### src/rtl/opl3_i2s_tx.sv
`default_nettype none
// ============================================================================
// Module  : opl3_i2s_tx
// Brief   : Stereo-pair FIFO feeding a Philips I2S serialiser with internal BCLK/LRCLK.
// Revision: 1.0
// ============================================================================
module opl3_i2s_tx #(
    parameter int DATA_WIDTH = 16,
    parameter int FIFO_DEPTH = 4,
    parameter int BCLK_DIV   = 4
) (
    input  logic                          clk,
    input  logic                          reset,
    input  logic                          sample_valid,
    input  logic [DATA_WIDTH-1:0]         sample_l,
    input  logic [DATA_WIDTH-1:0]         sample_r,
    output logic                          i2s_bclk,
    output logic                          i2s_lrclk,
    output logic                          i2s_sdata,
    output logic                          overflow,
    output logic                          underflow,
    output logic [$clog2(FIFO_DEPTH):0]   fifo_level
);

    localparam int C_AW     = $clog2(FIFO_DEPTH);
    localparam int C_DIV_W  = (BCLK_DIV > 1) ? $clog2(BCLK_DIV) : 1;
    localparam int C_PAIR_W = 2 * DATA_WIDTH;
    localparam logic [C_AW:0]      C_LEVEL_FULL = (C_AW + 1)'(FIFO_DEPTH);
    localparam logic [C_DIV_W-1:0] C_DIV_LAST   = C_DIV_W'(BCLK_DIV - 1);

    logic [C_DIV_W-1:0]  r_div_cnt;
    logic [5:0]          r_bit_cnt;
    logic [C_PAIR_W-1:0] r_mem [FIFO_DEPTH];
    logic [C_AW-1:0]     r_wr_ptr;
    logic [C_AW-1:0]     r_rd_ptr;
    logic [C_AW:0]       r_level;
    logic [C_PAIR_W-1:0] r_held;
    logic [63:0]         r_frame;

    logic                w_tick;
    logic                w_fall;
    logic                w_wrap;
    logic                w_empty;
    logic                w_full;
    logic                w_pop;
    logic                w_push;
    logic [5:0]          w_bit_nxt;
    logic [C_PAIR_W-1:0] w_pair;
    logic [31:0]         w_left_slot;
    logic [31:0]         w_right_slot;
    logic [63:0]         w_frame;

    assign w_tick    = (r_div_cnt == C_DIV_LAST);
    assign w_fall    = w_tick && i2s_bclk;
    assign w_wrap    = w_fall && (r_bit_cnt == 6'd63);
    assign w_empty   = (r_level == '0);
    assign w_full    = (r_level == C_LEVEL_FULL);
    assign w_pop     = w_wrap && !w_empty;
    // A pop in the same cycle frees the slot, so a push into a full FIFO still lands.
    assign w_push    = sample_valid && (!w_full || w_pop);
    assign w_bit_nxt = r_bit_cnt + 6'd1;

    // Frame bit k sits at w_frame[63-k]; each slot leads with the one-BCLK I2S delay bit.
    assign w_pair       = w_pop ? r_mem[r_rd_ptr] : r_held;
    assign w_left_slot  = 32'(w_pair[C_PAIR_W-1 -: DATA_WIDTH]) << (31 - DATA_WIDTH);
    assign w_right_slot = 32'(w_pair[DATA_WIDTH-1:0]) << (31 - DATA_WIDTH);
    assign w_frame      = {w_left_slot, w_right_slot};

    assign fifo_level = r_level;

    always_ff @(posedge clk) begin
        if (w_push) begin
            r_mem[r_wr_ptr] <= {sample_l, sample_r};
        end
    end

    always_ff @(posedge clk or posedge reset) begin
        if (reset) begin
            r_div_cnt <= '0;
            r_bit_cnt <= '0;
            r_wr_ptr  <= '0;
            r_rd_ptr  <= '0;
            r_level   <= '0;
            r_held    <= '0;
            r_frame   <= '0;
            i2s_bclk  <= 1'b0;
            i2s_lrclk <= 1'b0;
            i2s_sdata <= 1'b0;
            overflow  <= 1'b0;
            underflow <= 1'b0;
        end else begin
            overflow  <= sample_valid && w_full && !w_pop;
            underflow <= w_wrap && w_empty;

            r_div_cnt <= w_tick ? '0 : r_div_cnt + C_DIV_W'(1);
            if (w_tick) begin
                i2s_bclk <= ~i2s_bclk;
            end

            if (w_fall) begin
                r_bit_cnt <= w_bit_nxt;
                i2s_lrclk <= w_bit_nxt[5];
                if (w_wrap) begin
                    r_frame   <= {w_frame[62:0], 1'b0};
                    i2s_sdata <= w_frame[63];
                end else begin
                    r_frame   <= {r_frame[62:0], 1'b0};
                    i2s_sdata <= r_frame[63];
                end
            end

            if (w_pop) begin
                r_rd_ptr <= r_rd_ptr + C_AW'(1);
                r_held   <= r_mem[r_rd_ptr];
            end
            if (w_push) begin
                r_wr_ptr <= r_wr_ptr + C_AW'(1);
            end
            r_level <= r_level + {{C_AW{1'b0}}, w_push} - {{C_AW{1'b0}}, w_pop};
        end
    end

endmodule
`default_nettype wire

### config.mk
export PLATFORM = sky130hd
export DESIGN_NAME = opl3_i2s_tx
export DESIGN_NICKNAME = d
export VERILOG_FILES = /design/src/rtl/opl3_i2s_tx.sv
export SDC_FILE = /design/constraint.sdc
export NUM_CORES = 1
export LEC_CHECK = 0
export BUFFER_PORTS_ARGS = -buffer_cell sky130_fd_sc_hd__buf_4
export CAP_MARGIN = 20
export CORE_ASPECT_RATIO = 1.5
export CORE_MARGIN = 2
export CORE_UTILIZATION = 35
export CTS_CLUSTER_DIAMETER = 120
export DETAILED_ROUTE_END_ITERATION = 10
export PLACE_DENSITY = 0.53
export SYNTH_ARGS = -nofsm -noshare
export SYNTH_HDL_FRONTEND = slang
export SYNTH_SLANG_ARGS = --single-unit
### constraint.sdc
create_clock -name clk -period 3.48 [get_ports clk]
set_input_delay 0.696 -clock clk [delete_from_list [all_inputs] [get_ports clk]]
set_output_delay 0.696 -clock clk [all_outputs]
set_load 0.03 [all_outputs]
-- Word level (Yosys, flattened, before mapping)
Memories as Yosys holds them, arrays and structs flattened.
Cells that the tools add are included.
- output and inout port bits: 8
- input bits: 35
- logic and storage cells: 41
- RAM bits: 128
- register bits: 116
- memories kept: 1
- memories (name ; words ; bits a word ; read ports ; clocked after Yosys merged registers in ; wr ports ; line ; RTL):
    r_mem ; 4 ; 32 ; 1 ; 0 ; 1 ; 33 ; logic [C_PAIR_W-1:0] r_mem [FIFO_DEPTH];
- reduce and logical (&&, ||, !) cells: 12
- muxes and demuxes: 6
- add/subtract/negate cells: 6
- eq/ne operators: 3
- bitwise logic cells: 1
- operators by type and width (operator ; count):
    64-bit 2-to-1 mux ; 1
    32-bit 2-to-1 mux ; 1
    1-bit logical AND ; 7
    2-bit by 1-bit adder with 2-bit output, second input constant ; 3
    6-bit by 1-bit adder with 6-bit output, second input constant ; 1
    6-bit equality test, second input constant ; 1
    3-bit by 1-bit adder with 3-bit output ; 1
    3-bit equality test, second input constant ; 1
    1-bit logical NOT ; 3
    3-bit logical NOT ; 1
    1-bit 2-to-1 mux ; 3
    3-bit by 1-bit subtractor with 3-bit output ; 1
    2-bit equality test, second input constant ; 1
    2-bit 2-to-1 mux ; 1
    1-bit logical OR ; 1
    1-bit NOT ; 1

-- Longest topological paths before layout
Gate-level depths: netlist of the first run.
- word-level depth: 8
- depth in mapped cells: 14
- gate-level depth less buffers: 11

-- Worst setup path after synthesis of the first run
OpenSTA, ideal clock, no wires.
- path type: reg-to-reg
- from: register r_level[1] (netlist: fifo_level[1])
- to: register r_level[2] (netlist: fifo_level[2])
- arrival time: 2.617 ns
- clock period less this slack: 2.751 ns
- slack: 0.729 ns
- library setup time: 0.134 ns
- cell stages (with the launch flop): 13
- buffers on the path: 3
- cells stage by stage: dfrtp_1 -> or3_1 -> buf_6 -> and3_4 -> buf_6 -> buf_6 -> ha_1 -> inv_1 -> ha_1 -> inv_1 -> fa_1 -> xnor2_1 -> xnor2_1
- longest elaborated chain between the ends: 7
- elaborated cells on any way between the ends: 9
- those cells by class: add/sub: 2; eq/ne: 1; reduce/logical: 6
- ends and longest elaborated chain (element ; line ; RTL):
    start: declaration ; 36 ; logic [C_AW:0] r_level;
    start signal: assignment ; 119 ; r_level <= r_level + {{C_AW{1'b0}}, w_push} - {{C_AW{1'b0}}, w_pop};
    3-bit logical NOT (*) ; 56 ; assign w_empty = (r_level == '0);
    1-bit logical NOT (*) ; 58 ; assign w_pop = w_wrap && !w_empty;
    1-bit logical AND (*) ; 58 ;
    net w_pop ; 45 ; logic w_pop;
    1-bit logical OR ; 60 ; assign w_push = sample_valid && (!w_full || w_pop);
    1-bit logical AND ; 60 ;
    3-bit by 1-bit adder with 3-bit output ; 119 ;
    3-bit by 1-bit subtractor with 3-bit output (*) ; 119 ;
Mark *: on every way through the listed nets, which the timed path passes. The rest lies on a longest branch.
A chain may end at the register's enable or synchronous reset.

-- Final worst setup path of the first run
- from: register r_bit_cnt[0]
- to: register r_level[2] (netlist: fifo_level[2])
- longest elaborated chain between the ends: 7
- ends and longest elaborated chain (element ; line ; RTL):
    start: declaration ; 32 ; logic [5:0] r_bit_cnt;
    start signal: assignment ; 101 ; r_bit_cnt <= w_bit_nxt;
    6-bit equality test (*) ; 55 ; assign w_wrap = w_fall && (r_bit_cnt == 6'd63);
    1-bit logical AND (*) ; 55 ;
    1-bit logical AND (*) ; 58 ;
    1-bit logical OR ; 60 ;
    1-bit logical AND ; 60 ;
    3-bit by 1-bit adder with 3-bit output ; 119 ;
    3-bit by 1-bit subtractor with 3-bit output (*) ; 119 ;
Every way passes the cells marked *; elsewhere a longest branch is shown, timed or not.

==> results of run 1 <==
[cells by family (layout without fill, tap and decap cells)]
logic type,Yosys count,count (layout),share of synthesized area [%]
AOI/OAI and AO/OA,82,82,5.738
xor gates and xnor gates,11,11,1.035
adders and majority gates,9,9,1.290
buffers and inverters,53,109,2.687
DFF,227,227,67.89
muxes,95,95,16.03
and+or+nand+nor,97,97,5.335
[metal layers]
layer	global-route usage [%]	part of all wire, %
met1	16.26	41
met2	23.05	53
met3	1.864	3.3
met4	5.449	3.2
met5	0	0
[area by class of cell]
type                            instances  area share, %
Multi-Input combinational cell        294          25.75
Timing Repair Buffer                   60          4.345
Inverter                                9         0.3405
Clock inverter                         16         0.8337
Clock buffer                           24          5.437
Sequential cell                       227          59.34
Tap cell                              337          3.957
[registers in the layout (all words and copies together) (netlist names), 2 cells and up]
name / cells
fifo_level: 3
r_div_cnt: 2
r_rd_ptr: 2
r_mem: 128
r_held: 32
r_frame: 48
r_bit_cnt: 5
r_wr_ptr: 2
[cell usage after synthesis, drive strengths merged (2+ instances only)]
cell type,instances,area [um^2]
buf,18,118.9
ha,8,100.1
nor2,4,15.01
clkbuf,26,97.59
a21oi,31,155.2
o21ai,18,90.09
nand3,2,10.01
a221oi,31,271.5
mux2i,31,310.3
mux2,32,461.7
mux4,32,720.7
nand4,2,12.51
xnor2,6,52.55
and2,6,37.54
and3,34,217.7
dfrtp,99,2477
edfxtp,128,3844
xor2,5,43.79
nand2,44,167.7
inv,9,33.78
and4,2,17.52
[critical path: cells and delay by family (launching register included)]
| family | cells | cell delay [ns] |
|---|---|---|
| AO/OA/AOI/OAI | 1 | 0.30 |
| XOR/XNOR | 2 | 0.34 |
| adder cells (fa/ha/maj) | 4 | 1.02 |
| buffers and inverters | 4 | 0.35 |
| flip-flops | 1 | 0.39 |
| AND/OR/NAND/NOR | 1 | 0.15 |
[power by group through the flow]
stage	combinational, mW	sequential [mW]	clock [mW]
after floorplan	0.513	3.38	0
after global placement	0.856	3.34	0
after detailed placement	0.872	3.36	0
after CTS	0.875	3.31	2.30
after global routing	0.926	3.33	2.41
final	0.837	3.31	2.22
[path summary, 6_finish.rpt]
path	slack (ns)	startpoint	depth (start not counted)	end
worst max-delay path	0.86	r_bit_cnt[0]	12	fifo_level[2]
worst min-delay path	0.27	reset	2	r_frame[27]
worst max register to register	0.86	r_bit_cnt[0]	12	fifo_level[2]
worst min register to register	0.43	r_div_cnt[0]	1	r_div_cnt[0]
max in group asynchronous	2.48	reset	3	r_wr_ptr[0]
min in group clk	0.39	sample_r[8]	1	r_mem[0][8]
[placed cells by master, fill, tap and decap left out, drive strengths merged]
cell and n:
a21oi 31, a221oi 31, and2 6, and3 34
and4 2, buf 60, clkbuf 24, clkinv 11
clkinvlp 3, dfrtp 99, edfxtp 128, fa 1
ha 8, inv 11, mux2 32, mux2i 31
mux4 32, nand2 44, nand3 2, nand4 2
nor2 4, nor3 1, nor3b 1, o21ai 18
o311ai 1, o32ai 1, or3 1, xnor2 6
xor2 5
==> impl_metrics.py, run 1 <==
metrics = {
    "run_status": {
        "status": "completed",
    },
    "drt": {
        "wl_per_cell_um": 18.17,
        "vias": 4967,
        "vias_per_cell": 5.137,
        "drc": 0,
        "drtIter0Drc": 262,
        "ant_nets": 0,
        "first_pass_iters": 5,
        "wirelength_um": 17570,
    },
    "timing": {
        "timing.final.ws_setup_ns": 0.8639,
        "final.setup.tns_ns": 0,
        "slew_viol_final": 0,
        "worst_pin_slew_ns": 0.6552,
        "rsz0062_at_grt": "no",
        "fmax_mhz": 382.2,
        "hold_violations": 0,
        "slew_headroom_pct": 56.32,
        "fin_skew_ns": 0.01842,
        "min_period_ns": 2.616,
        "whs_ns": 0.2668,
        "setup_viol_count_final": 0,
        "fin_crit_sh_pct": 75.18,
    },
    "power_and_ir_drop": {
        "power.density_nw_per_um2": 597.2,
        "leakagePower_nw": 4.372,
        "p_int_mw": 4.738,
        "combPwrFrac_pct": 13.2,
        "swShare_pct": 25.55,
        "clock_power_share_pct": 34.9,
        "power_switching_mw": 1.626,
        "p_total_mw": 6.364,
        "p_seq_share_pct": 51.9,
        "ir_drop_mv": 0.3066,
    },
    "die": {
        "die-height_um": 203.8,
        "die_w_um": 137.2,
        "start_util_pct": 35.40,
        "ios": 43,
        "num_rows": 73,
        "core_area_um2": 26310,
        "fp.dieArea_um2": 27950,
    },
    "clock_network": {
        "path_clk_slew_ns": 0.07,
        "cts_buffer_depth": 3,
        "cts_made_buffers": 22,
        "ctsResizeCount": 0,
        "cts_sinks": 227,
        "clk_latency_ns": 0.51,
        "cts_tree": "yes",
        "h-tree-depth": 1,
        "clockRootBuffer": "clkbuf_16",
        "cts_setup_buffers": 0,
        "cts_hold_buffers": 0,
    },
    "final_layout": {
        "synthToLayoutAreaGrowth_pct": 14.43,
        "drive_gt1_share_pct": 26.35,
        "final_util_pct": 40.51,
        "fill_cells": 2430,
        "diodes": 0,
        "register_area_um2": 6322,
        "fin_cells": 967,
        "nNetsFinal": 658,
        "multi_input_area_um2": 2744,
        "final_cell_area_um2": 10660,
    },
    "grt": {
        "overflow": 0,
        "grt_antenna_before_repair": 0,
        "grt_max_degree": 52,
        "grt_usage_pct": 13.21,
        "grt_pass1_vias": 5455,
        "grt_pass1_wl_um": 29140,
    },
    "setup_path": {
        "arrival_ns": 3.03,
        "cp-start-kind": "register",
        "crit_fanout": 7,
        "crit_type": "register to register",
        "worstPathCellList": "ha_1 -> nand4_1 -> o32ai_1 -> buf_4 -> inv_1 -> ha_1 -> inv_1 -> ha_1 -> inv_1 -> fa_1 -> xnor2_1 -> xnor2_1",
        "max_stage_delay_ns": 0.39,
        "crit_required_ns": 3.90,
        "slowest_stage": "dfrtp_1",
        "crit_path_end_kind": "register",
    },
    "placement": {
        "dpl_cell_area_um2": 9987,
        "place_hpwl_um": 10590,
        "place_congestion": 0.7199,
        "dp_slack_ns": 0.8424,
        "port_buffers": 42,
        "dp.cells": 927,
    },
    "synth": {
        "syn_area_um2": 9311,
        "syn_inst": 574,
        "syn_avg_cell_area_um2": 16.22,
        "synth_ff_type": "edfxtp_1",
        "yosys.cell_types.count": 32,
        "synthArstFlopShare_pct": 43.61,
        "ys_seq_elements": 227,
        "yosysWarnings": 0,
        "synth_edf_count": 128,
        "synth_fp_nets": 618,
        "seq_area_frac_synth_pct": 67.88,
    },
    "job": {
        "drv_cap": 0,
    },
    "hold_path": {
        "min_path_type": "input port to async pin",
    },
}
Power figures use the tool's default switching activity.
==> run 2: changes to the inputs <==
==> constraint.sdc (replaced) <==
create_clock -name clk -period 2.1 [get_ports clk]
set_input_delay 0.42 -clock clk [delete_from_list [all_inputs] [get_ports clk]]
set_output_delay 0.42 -clock clk [all_outputs]
set_load 0.03 [all_outputs]
==> impl_metrics.py, run 2 (synthesis gave the netlist of run 1 again) <==
metrics = {
    "run_status": {
        "status": "complete, but fails checks",
        "violations": "setup timing",
    },
    "final_layout": {
        "diodes": 0,
        "top_regs": "r_mem: 128 flops, r_frame: 48 flops, r_held: 32 flops",
        "fin_cells": 988,
        "final_cell_mix": "edfxtp_1, dfrtp_1, buf_4",
        "nNetsFinal": 679,
        "synthToLayoutAreaGrowth_pct": 19.23,
        "final_cell_area_um2": 11100,
        "drive_gt1_share_pct": 31.64,
        "largest-register": "r_mem",
        "largest_register_ffs": 128,
        "final_common_cell": "edfxtp_1",
    },
    "setup_path": {
        "crit_type": "register to register",
        "reg2reg_slack_ns": -0.10,
        "worstReg2RegEnd": "fifo_level[2]",
        "r2r_cells": 11,
        "arrival_ns": 2.59,
        "crit_required_ns": 2.49,
        "crit_path_end_kind": "register",
        "worstSetupStartpoint": "r_bit_cnt[0]",
        "crit_end": "fifo_level[2]",
        "regToRegStartpoint": "r_bit_cnt[0]",
        "crit_fanout": 2,
        "cp-start-kind": "register",
    },
    "job": {
        "drv_cap": 0,
    },
    "clock_network": {
        "cts_buffer_depth": 3,
        "cts_sinks": 227,
        "cts_tree": "yes",
        "cts_made_buffers": 22,
        "path_clk_slew_ns": 0.07,
        "clk_latency_ns": 0.51,
        "h-tree-depth": 1,
        "clockRootBuffer": "clkbuf_16",
    },
    "drt": {
        "vias_per_cell": 5.118,
        "wirelength_um": 17870,
        "drc": 0,
        "ant_nets": 0,
        "vias": 5057,
        "drtIter0Drc": 251,
        "wl_per_cell_um": 18.08,
        "first_pass_iters": 4,
    },
    "grt": {
        "grt_pass1_wl_um": 29240,
        "grt_max_degree": 69,
        "grt_antenna_before_repair": 0,
        "overflow": 0,
        "grt_pass1_vias": 5480,
        "grt_usage_pct": 13.41,
    },
    "timing": {
        "min_period_ns": 2.202,
        "fin_crit_sh_pct": 104.8,
        "hold_violations": 0,
        "fin_skew_ns": 0.01368,
        "setup_viol_count_final": 2,
        "timing.final.ws_setup_ns": -0.1018,
        "worst_pin_slew_ns": 0.5808,
        "slew_headroom_pct": 61.28,
        "rsz0062_at_grt": "yes",
        "slew_viol_final": 0,
        "fmax_mhz": 454.2,
    },
    "placement": {
        "place_congestion": 0.7090,
        "port_buffers": 42,
        "dp_slack_ns": -0.2310,
        "dpl_cell_area_um2": 10240,
        "place_hpwl_um": 10720,
        "dp.cells": 943,
    },
    "power_and_ir_drop": {
        "swShare_pct": 24.01,
        "power.density_nw_per_um2": 1028,
        "clock_power_share_pct": 37.7,
        "ir_drop_mv": 0.5854,
        "p_int_mw": 8.676,
        "combPwrFrac_pct": 14.5,
        "power_switching_mw": 2.741,
        "leakagePower_nw": 4.554,
        "p_total_mw": 11.42,
        "p_seq_share_pct": 47.8,
    },
    "die": {
        "core_area_um2": 26310,
        "start_util_pct": 35.40,
        "fp.dieArea_um2": 27950,
        "die-height_um": 203.8,
        "ios": 43,
        "num_rows": 73,
        "die_w_um": 137.2,
    },
    "hold_path": {
        "min_path_type": "input port to register",
    },
}
[run 2: cell count changes in the layout (fill, tap and decap cells not counted), moves of 3 or more]
cell       previous run  this run
buf_4                59        72
buf_12                1         7
and2_1                6         1
bufinv_16             0         5
clkinv_2              8         3
and2_4                0         4
ha_1                  8         4
clkinv_1              3         0
[run 2: timing repair]
| action | in CTS | in global routing |
|---|---|---|
| gates resized for setup | 5 | 2 |
| buffers inserted | 3 | 1 |
| setup endpoints to repair | 2 | 50 |
| endpoints found under the hold margin | 6 | 0 |
| hold buffers | 1 | 0 |
| pin swaps | 9 | 0 |
[run 2: worst min path at each step]
stage | cells past startpoint | slack, ns | start | to
floorplan | 1 | 0.41 | r_div_cnt[0] | r_div_cnt[0]
global placement | 2 | 0.37 | reset | r_frame[26]
detailed placement | 2 | 0.38 | reset | r_frame[26]
CTS | 1 | 0.08 | sample_l[13] | r_mem[3][29]
global route | 1 | 0.09 | sample_l[13] | r_mem[1][29]
finish | 1 | 0.11 | sample_l[12] | r_mem[2][28]
[run 2: area by class of cell]
| cell class | count | area, um^2 |
|---|---|---|
| fillers | 2410 | 15200 |
| flip-flops and latches | 227 | 6325 |
| multi-input cells | 294 | 2814 |
| repair buffers | 81 | 701.9 |
| clock buffers | 25 | 583.1 |
| well taps | 337 | 421.7 |
| clock inverters | 15 | 219.0 |
| inverters | 9 | 37.54 |
[run 2: routing by layer]
layer	share of wire (%)	up-vias	routed length, um	track usage (%)
li1	-	2306	-	-
met1	40	2615	7203	16.38
met2	53	99	9381	23.47
met3	3.6	37	643	1.914
met4	3.6	0	637	5.633
met5	0	-	0	0
[run 2: stage by stage]
step	utilization, %	hold slack, ns	TNS (ns)
2_1_floorplan	-	0.4099	-0.9619
3_3_place_gp	38.92	0.3730	-0.2728
3_5_place_dp	38.92	0.3786	-0.3636
4_1_cts	42.16	0.08455	-0.1032
5_1_grt	42.20	0.08796	-0.3555
6_report	42.20	0.1072	-0.1166
[run 2: power by group through the flow]
stage          Sequential, mW  Combinational (mW)  Clock [mW]
2_1_floorplan            5.60               0.918           0
3_3_place_gp             5.51                1.64           0
3_5_place_dp             5.55                1.69           0
4_1_cts                  5.46                1.72        4.45
5_1_grt                  5.50                1.81        4.61
6_report                 5.46                1.66        4.30
[run 2: critical path: stages (launching register included)]
cell	delay, ns
dfrtp_1	0.36
ha_2	0.19
buf_4	0.11
and4_4	0.20
and3_4	0.20
ha_4	0.20
inv_2	0.06
ha_4	0.11
inv_2	0.03
fa_2	0.35
xnor2_2	0.15
xnor2_1	0.12
==> run 3: changes to the inputs <==
--- a/config.mk
+++ b/config.mk
@@ -5,10 +5,11 @@
 export SDC_FILE = /design/constraint.sdc
 export NUM_CORES = 1
 export LEC_CHECK = 0
+export ABC_AREA = 1
 export BUFFER_PORTS_ARGS = -buffer_cell sky130_fd_sc_hd__buf_4
 export CAP_MARGIN = 20
 export CORE_ASPECT_RATIO = 1.5
-export CORE_MARGIN = 2
+export CORE_MARGIN = 3
 export CORE_UTILIZATION = 35
 export CTS_CLUSTER_DIAMETER = 120
 export DETAILED_ROUTE_END_ITERATION = 10
==> impl_metrics.py, run 3 <==
metrics = {
    "placement": {
        "port_buffers": 42,
        "dp_slack_ns": -0.05169,
        "place_congestion": 0.7422,
        "place_hpwl_um": 11030,
    },
    "clock_network": {
        "cts_tree": "yes",
        "clk_latency_ns": 0.50,
        "path_clk_slew_ns": 0.07,
        "cts_made_buffers": 23,
        "h-tree-depth": 1,
        "cts_buffer_depth": 3,
        "cts_sinks": 227,
        "clockRootBuffer": "clkbuf_16",
    },
    "timing": {
        "rsz0062_at_grt": "yes",
        "timing.final.ws_setup_ns": -0.004821,
        "slew_headroom_pct": 67.01,
        "fin_crit_sh_pct": 100.2,
        "fin_skew_ns": 0.01002,
        "slew_viol_final": 0,
        "final.setup.tns_ns": -0.004821,
        "setup_viol_count_final": 1,
        "hold_violations": 0,
        "worst_pin_slew_ns": 0.4938,
        "min_period_ns": 2.105,
        "fmax_mhz": 475.1,
    },
    "die": {
        "core_area_um2": 26130,
        "num_rows": 72,
        "die-height_um": 206.8,
        "die_w_um": 139.9,
        "fp.dieArea_um2": 28930,
        "ios": 43,
        "start_util_pct": 36.02,
    },
    "synth": {
        "synth_most_common_cell": "nand2_1",
        "synth_top_area_cell": "edfxtp_1",
        "yosys.cell_types.count": 28,
        "syn_area_um2": 9410,
        "yosysWarnings": 0,
        "ys_seq_elements": 227,
        "syn_avg_cell_area_um2": 10.57,
        "synth_edf_count": 128,
        "synth_ff_type": "edfxtp_1",
        "syn_inst": 890,
        "synth_fp_nets": 934,
        "synth_commonest_cells": "nand2_1, edfxtp_1, nand3_1",
        "synth_top_area_share_pct": 40.85,
        "synthArstFlopShare_pct": 43.61,
        "synth_area_leaders": "edfxtp_1, dfrtp_1, nand2_1",
        "seq_area_frac_synth_pct": 67.17,
    },
    "final_layout": {
        "drive_gt1_share_pct": 14.68,
        "diodes": 0,
        "top_regs": "r_mem: 128 flops, r_frame: 48 flops, r_held: 32 flops",
        "final_common_cell": "nand2_1",
        "final_cell_mix": "nand2_1, edfxtp_1, nand3_1",
        "nNetsFinal": 995,
        "synthToLayoutAreaGrowth_pct": 19.27,
        "largest_register_ffs": 128,
        "fill_cells": 2485,
        "final_util_pct": 42.96,
        "largest-register": "r_mem",
    },
    "setup_path": {
        "arrival_ns": 2.49,
        "crit_type": "register to register",
        "path_buf_inv": 2,
        "worst_path_most_repeated_cell": "nand2_4",
        "crit_fanout": 3,
        "max_stage_delay_ns": 0.40,
        "cp-start-kind": "register",
        "worstPathCellList": "ha_4 -> nand2_4 -> nor2_4 -> nand2_4 -> nand2_4 -> nand2_4 -> ha_4 -> inv_2 -> ha_4 -> inv_2 -> fa_2 -> xnor2_2 -> xor2_1",
        "cp_top_family": "adder cells",
        "crit_required_ns": 2.48,
        "crit_path_end_kind": "register",
        "slowest_stage": "dfrtp_1",
    },
    "job": {
        "drv_cap": 0,
    },
    "grt": {
        "grt_usage_pct": 13.40,
        "grt_pass1_vias": 5974,
        "grt_pass1_wl_um": 31660,
        "grt_max_degree": 67,
        "grt_antenna_before_repair": 0,
        "overflow": 0,
    },
    "power_and_ir_drop": {
        "leakagePower_nw": 5.194,
        "power.density_nw_per_um2": 801.0,
        "ir_drop_mv": 0.6294,
    },
    "hold_path": {
        "min_path_type": "input port to register",
    },
    "drt": {
        "vias_per_cell": 4.549,
        "drtIter0Drc": 291,
        "wl_per_cell_um": 14.48,
        "vias": 5914,
        "wirelength_um": 18820,
        "drc": 0,
        "ant_nets": 0,
        "first_pass_iters": 6,
    },
    "run_status": {
        "status": "complete, but fails checks",
        "violations": "setup timing",
    },
}
run 3: worst paths after layout:
path                       slack, ns  depth (start not counted)             to    startpoint
max                           -0.005                         13  fifo_level[2]  r_div_cnt[0]
min                             0.12                          1   r_mem[0][24]   sample_l[8]
max reg2reg                   -0.005                         13  fifo_level[2]  r_div_cnt[0]
min reg2reg                     0.48                          2     r_held[16]    r_held[16]
max in group asynchronous       1.02                          4    r_rd_ptr[0]         reset
min in group asynchronous       0.51                          3  fifo_level[2]         reset
run 3: cell families after synthesis:
family	Yosys count	synth area share (%)
compound gates	36	1.968
xor+xnor	10	0.9308
fa+ha+maj	9	1.276
buf+inv	129	5.611
flops	227	67.17
mux	22	2.340
simple gates	457	20.70
run 3: power breakdown:
| part | internal, mW | switching [mW] |
|---|---|---|
| Combinational | 0.0566 | 0.0761 |
| Clock | 2.47 | 1.67 |
| Sequential | 4.72 | 0.000276 |
run 3: layout make-up:
| cell class | count | area (um^2) | share of cell area, % |
|---|---|---|---|
| timing repair buffer | 79 | 737.0 | 6.566 |
| multi-input combinational | 534 | 2651 | 23.62 |
| tap | 333 | 416.7 | 3.712 |
| inverter | 86 | 326.6 | 2.910 |
| sequential | 227 | 6326 | 56.37 |
| clock inverter | 11 | 143.9 | 1.282 |
| clock buffer | 30 | 621.8 | 5.541 |
run 3: what timing repair did:
action,CTS,global route
buffers inserted,0,2
hold endpoints to repair,14,0
hold buffers,1,0
pin swaps,0,1
resized for setup,1,8
endpoints found under the setup margin,2,8
run 3: routing by layer:
metal	wire, um	part of all wire [%]	vias up	global-route usage, %
li1	-	-	2998	-
met1	8101	43	2830	16.83
met2	9911	53	61	24.57
met3	490	2.6	25	1.752
met4	317	1.7	0	3.255
met5	0	0	-	0
run 3: through the flow:
| step | power [mW] | cell area (um^2) | std cells | hold WS (ns) |
|---|---|---|---|---|
| after floorplan | 4.840 | 9467 | 890 | 0.4438 |
| after global placement | 4.941 | 10390 | 1256 | 0.4580 |
| after detailed placement | 4.943 | 10390 | 1256 | 0.4615 |
| after CTS | 9.135 | 11170 | 1298 | 0.09830 |
| after global routing | 9.326 | 11220 | 1300 | 0.1014 |
| final | 8.989 | 11220 | 1300 | 0.1210 |
